## src/rtl/mux_scan_sequencer.sv

```systemverilog
`default_nettype none
//------------------------------------------------------------------------------
// Module      : mux_scan_sequencer
// Description : Control stage for an 8-to-1 bit mux. It accepts a byte over a
//               valid/ready handshake, holds it on the mux data input, and
//               walks the three select lines through all eight positions. Each
//               position is held for CYCLES_PER_BIT clocks. The module flags
//               valid bit periods, marks the last bit, and pulses done after
//               the final bit.
// Revision    : 1.0 - initial release
//------------------------------------------------------------------------------
// Parameters
//   CYCLES_PER_BIT : clocks per select value, legal range 1..16
//   MSB_FIRST      : 0 = index 0..7, 1 = index 7..0
// Ports
//   clock          in   sole clock, rising edge
//   reset          in   synchronous, active-low
//   io_load_valid  in   upstream offers io_load_data
//   io_load_ready  out  sequencer can accept a word (IDLE and reset high)
//   io_load_data   in   [7:0] word to serialize
//   io_abort       in   cancel the scan in progress (SHIFT only)
//   io_in          out  [7:0] held word, drives the mux data input
//   io_s0..io_s2   out  select lines, {s2,s1,s0} = current index
//   io_bit_valid   out  mux output is a valid data bit this cycle
//   io_last        out  current bit period is the final index
//   io_done        out  one-cycle pulse after the final bit period
//------------------------------------------------------------------------------
module mux_scan_sequencer #(
  parameter int CYCLES_PER_BIT = 1,
  parameter bit MSB_FIRST      = 1'b0
) (
  input  logic       clock,
  input  logic       reset,
  input  logic       io_load_valid,
  output logic       io_load_ready,
  input  logic [7:0] io_load_data,
  input  logic       io_abort,
  output logic [7:0] io_in,
  output logic       io_s0,
  output logic       io_s1,
  output logic       io_s2,
  output logic       io_bit_valid,
  output logic       io_last,
  output logic       io_done
);

  localparam logic [1:0] c_IDLE  = 2'd0;
  localparam logic [1:0] c_SHIFT = 2'd1;
  localparam logic [1:0] c_DONE  = 2'd2;

  localparam logic [3:0] c_DIV_LAST  = 4'(CYCLES_PER_BIT - 1);
  localparam logic [2:0] c_IDX_FIRST = MSB_FIRST ? 3'd7 : 3'd0;
  localparam logic [2:0] c_IDX_LAST  = MSB_FIRST ? 3'd0 : 3'd7;

  logic [1:0] r_state;
  logic [2:0] r_index;
  logic [3:0] r_div;
  logic [7:0] r_data;

  logic       w_div_term;
  logic       w_idx_last;
  logic [2:0] w_idx_next;

  assign w_div_term = (r_div == c_DIV_LAST);
  assign w_idx_last = (r_index == c_IDX_LAST);

  generate
    if (MSB_FIRST) begin : g_msb_first
      assign w_idx_next = r_index - 3'd1;
    end else begin : g_lsb_first
      assign w_idx_next = r_index + 3'd1;
    end
  endgenerate

  // Ready is the only output that sees an input directly: it must drop in
  // the same cycle reset goes low.
  assign io_load_ready = (r_state == c_IDLE) && reset;

  always_ff @(posedge clock) begin
    if (!reset) begin
      r_state <= c_IDLE;
      r_index <= 3'd0;
      r_div   <= 4'd0;
      r_data  <= 8'd0;
    end else begin
      case (r_state)
        c_IDLE: begin
          if (io_load_valid && io_load_ready) begin
            r_data  <= io_load_data;
            r_index <= c_IDX_FIRST;
            r_div   <= 4'd0;
            r_state <= c_SHIFT;
          end
        end
        c_SHIFT: begin
          // Abort takes priority over the final terminal count.
          if (io_abort) begin
            r_state <= c_IDLE;
            r_index <= 3'd0;
            r_div   <= 4'd0;
          end else if (w_div_term) begin
            r_div <= 4'd0;
            if (w_idx_last) begin
              r_state <= c_DONE;
              r_index <= 3'd0;
            end else begin
              r_index <= w_idx_next;
            end
          end else begin
            r_div <= r_div + 4'd1;
          end
        end
        c_DONE: begin
          r_state <= c_IDLE;
        end
        default: begin
          r_state <= c_IDLE;
          r_index <= 3'd0;
          r_div   <= 4'd0;
        end
      endcase
    end
  end

  assign io_in        = r_data;
  assign io_s0        = r_index[0];
  assign io_s1        = r_index[1];
  assign io_s2        = r_index[2];
  assign io_bit_valid = (r_state == c_SHIFT);
  assign io_last      = (r_state == c_SHIFT) && w_idx_last;
  assign io_done      = (r_state == c_DONE);

endmodule
`default_nettype wire
```

## config.mk

```make
export PLATFORM = sky130hd
export DESIGN_NAME = mux_scan_sequencer
export DESIGN_NICKNAME = d
export VERILOG_FILES = /design/src/rtl/mux_scan_sequencer.sv
export SDC_FILE = /design/constraint.sdc
export NUM_CORES = 1
export LEC_CHECK = 0
export BUFFER_PORTS_ARGS = -buffer_cell sky130_fd_sc_hd__buf_2
export CAP_MARGIN = 20
export CELL_PAD_IN_SITES_DETAIL_PLACEMENT = 0
export CELL_PAD_IN_SITES_GLOBAL_PLACEMENT = 1
export CORE_ASPECT_RATIO = 1.4
export CORE_UTILIZATION = 35
export DETAILED_ROUTE_END_ITERATION = 8
export PLACE_DENSITY = 0.73
export SLEW_MARGIN = 10
export SYNTH_ARGS = -nofsm -noshare
export SYNTH_HDL_FRONTEND = slang
export SYNTH_SLANG_ARGS = --single-unit
```

## constraint.sdc

```tcl
create_clock -name clock -period 1.6 [get_ports clock]
set_input_delay 0.16 -clock clock [delete_from_list [all_inputs] [get_ports clock]]
set_output_delay 0.16 -clock clock [all_outputs]
set_load 0.02 [all_outputs]
```

==> flow_metrics.tcl <==
set metrics [dict create \
    status "finished clean" \
    maxCapViolations 0 \
    die_w_um 42.5 \
    insertion_delay_ns 0.28 \
    cts_hold_buf 0 \
    maxSlewHeadroom 0.795 \
    nets 140 \
    synth.distinct_cells 27 \
    cts_tree "yes" \
    diodes 0 \
    peakVddDrop_mv 0.390 \
    crit_type "flop to flop" \
    cp_slowest_cell "or3b_4" \
    gp_congestion 0.759 \
    arrival_ns 1.71 \
    synth.top_cell.area_share 0.424 \
    hp-class "input port to flop" \
    grt_pass1_vias 704 \
    die_h_um 58.7 \
    die-area_mm2 0.00249 \
    dp_cells 139 \
    cpPeakStageDelay_ns 0.40 \
    syn_inst 92 \
    core_area_mm2 0.00218 \
    finalCritPeriodShare 0.938 \
    cts_buffer_depth 2 \
    cp_cell_sequence "inv_2 -> ha_2 -> or3b_4 -> a22oi_4 -> mux2i_1" \
    synth_area_per_cell_um2 8.73 \
    p_per_area_mw_per_mm2 770 \
    finalNonFillerCells 145 \
    synth_area_um2 803 \
    drt_first_pass_iters 4 \
    max_freq_mhz 666 \
    yosys_most_used_dff "dfxtp_1" \
    ys_warn_count 0 \
    syn_nets 108 \
    via_per_inst 5.15 \
    maxSlewViolCount 0 \
    fin_tns_setup_ns 0 \
    root_buffer "clkbuf_4" \
    start_util 0.369 \
    port_buffers 26 \
    skew_ns 0.000332 \
    cts_buffers 3 \
    drtAntennaViolNets 0 \
    yosysSeqAreaShare 0.424 \
    crit_required_ns 1.81 \
    placed_cell_area_um2 966 \
    area_growth_syn_to_layout_pct 27.6 \
    hpwl_um 1320 \
    power_uw 789 \
    layout_min_cycle_time_ns 1.50 \
    grt_util_all_layers 0.154 \
    h-tree-depth 1 \
    antenna_found_initial 0 \
    overflow 0 \
    worst_pin_slew_ns 0.303 \
    clk_pin_slew_ns 0.09 \
    final_common_cell "buf_2" \
    routed_wl_um 1710 \
    routed-via-count 747 \
    ys_top_cells_by_area "dfxtp_1, nand2_1, ha_1" \
    synth-async-reset-ratio 0 \
    crit_path_end_kind "flop" \
    io_pins 27 \
    cts.sinks 17 \
    dr.first_iter.drc_count 19 \
    finalWorstSetupSlack_ns 0.0988 \
    leakage_nw 0.456 \
    final_cell_area_mm2 0.00102 \
    wl_per_cell_um 11.8 \
    drive_above_1_share 0.374 \
    floorplan.rows 20 \
    synth_edf_count 0 \
    pre_cts_slack_ns 0.0623 \
    setup_viol 0 \
    final_cell_mix "buf_2, nand2_1, dfxtp_1" \
    ys_ff_latch 17 \
    drc 0 \
    synth.largest_area_cell "dfxtp_1" \
    cp_max_fo 4 \
    grt_pass1_wl_um 2870 \
    startpoint_type "flop" \
    hold_violations 0 \
    grt_start_max_net_pins 17 \
    fillers 223 \
    rsz0062_at_grt "no" \
]
stage by stage:
stage	util	hold WS (ns)
floorplan	-	0.269
global placement	0.444	0.354
detailed placement	0.444	0.358
CTS	0.456	0.0554
global route	0.471	0.0701
finish	0.471	0.0641
area by class of cell:
class	count	area [um2]	area share
Clock buffer	4	26.3	0.0256
Inverter	5	18.8	0.0183
Multi-Input combinational cell	65	427	0.416
Sequential cell	17	348	0.339
Tap cell	22	27.5	0.0269
Timing Repair Buffer	32	178	0.173
synthesized netlist by cell type (2+ instances only):
master,n
a21oi_1,4
buf_4,3
dfxtp_1,17
ha_1,4
inv_1,5
mux2i_1,3
nand2_1,20
nand3_1,6
nand3b_1,3
nor2_1,2
nor3_1,2
o21ai_0,8
state kept, by name, indices dropped and copies added (netlist names):
signal and cells:
io_in 8, r_index 3, r_state 2, r_div 4
layer usage:
| layer | GRT usage | vias up | part of all wire |
|---|---|---|---|
| li1 | - | 385 | - |
| met1 | 0.158 | 338 | 0.41 |
| met2 | 0.281 | 20 | 0.52 |
| met3 | 0.0215 | 4 | 0.040 |
| met4 | 0.107 | 0 | 0.023 |
| met5 | 0 | - | 0 |
cell families after synthesis:
family / after synthesis / share of synthesized area
flops: 17 / 0.424
compound gates: 18 / 0.150
simple gates: 40 / 0.265
buf+inv: 10 / 0.0623
mux: 3 / 0.0374
fa+ha+maj: 4 / 0.0623
power breakdown:
| group | internal [mW] | total [mW] | switching, mW | leakage (nW) |
|---|---|---|---|---|
| clock | 0.0968 | 0.225 | 0.128 | 0.0150 |
| combinational | 0.0463 | 0.116 | 0.0702 | 0.300 |
| sequential | 0.438 | 0.447 | 0.00903 | 0.141 |
worst max-delay path, delay by kind of cell, from the launching register on:
kind,cells,cell delay [ns]
flip-flops,1,0.37
adder cells (fa/ha/maj),1,0.17
AO/OA/AOI/OAI,1,0.23
buffers and inverters,1,0.06
multiplexers,1,0.21
AND/OR/NAND/NOR,1,0.40
final timing paths:
path | from | end | slack (ns) | cells after the start
hold / removal | io_load_data[6] | io_in[6] | 0.06 | 3
hold reg to reg | io_in[0] | io_in[0] | 0.46 | 2
setup / recovery | r_div[0] | r_index[1] | 0.1 | 5
setup reg to reg | r_div[0] | r_index[1] | 0.1 | 5
what timing repair did:
action                                  CTS  global route
hold endpoints to repair                  0             0
gates resized for setup                   0             9
endpoints found under the setup margin    0             4
setup buffers                             0             2
Note: power is estimated with default switching activity, not from simulation.
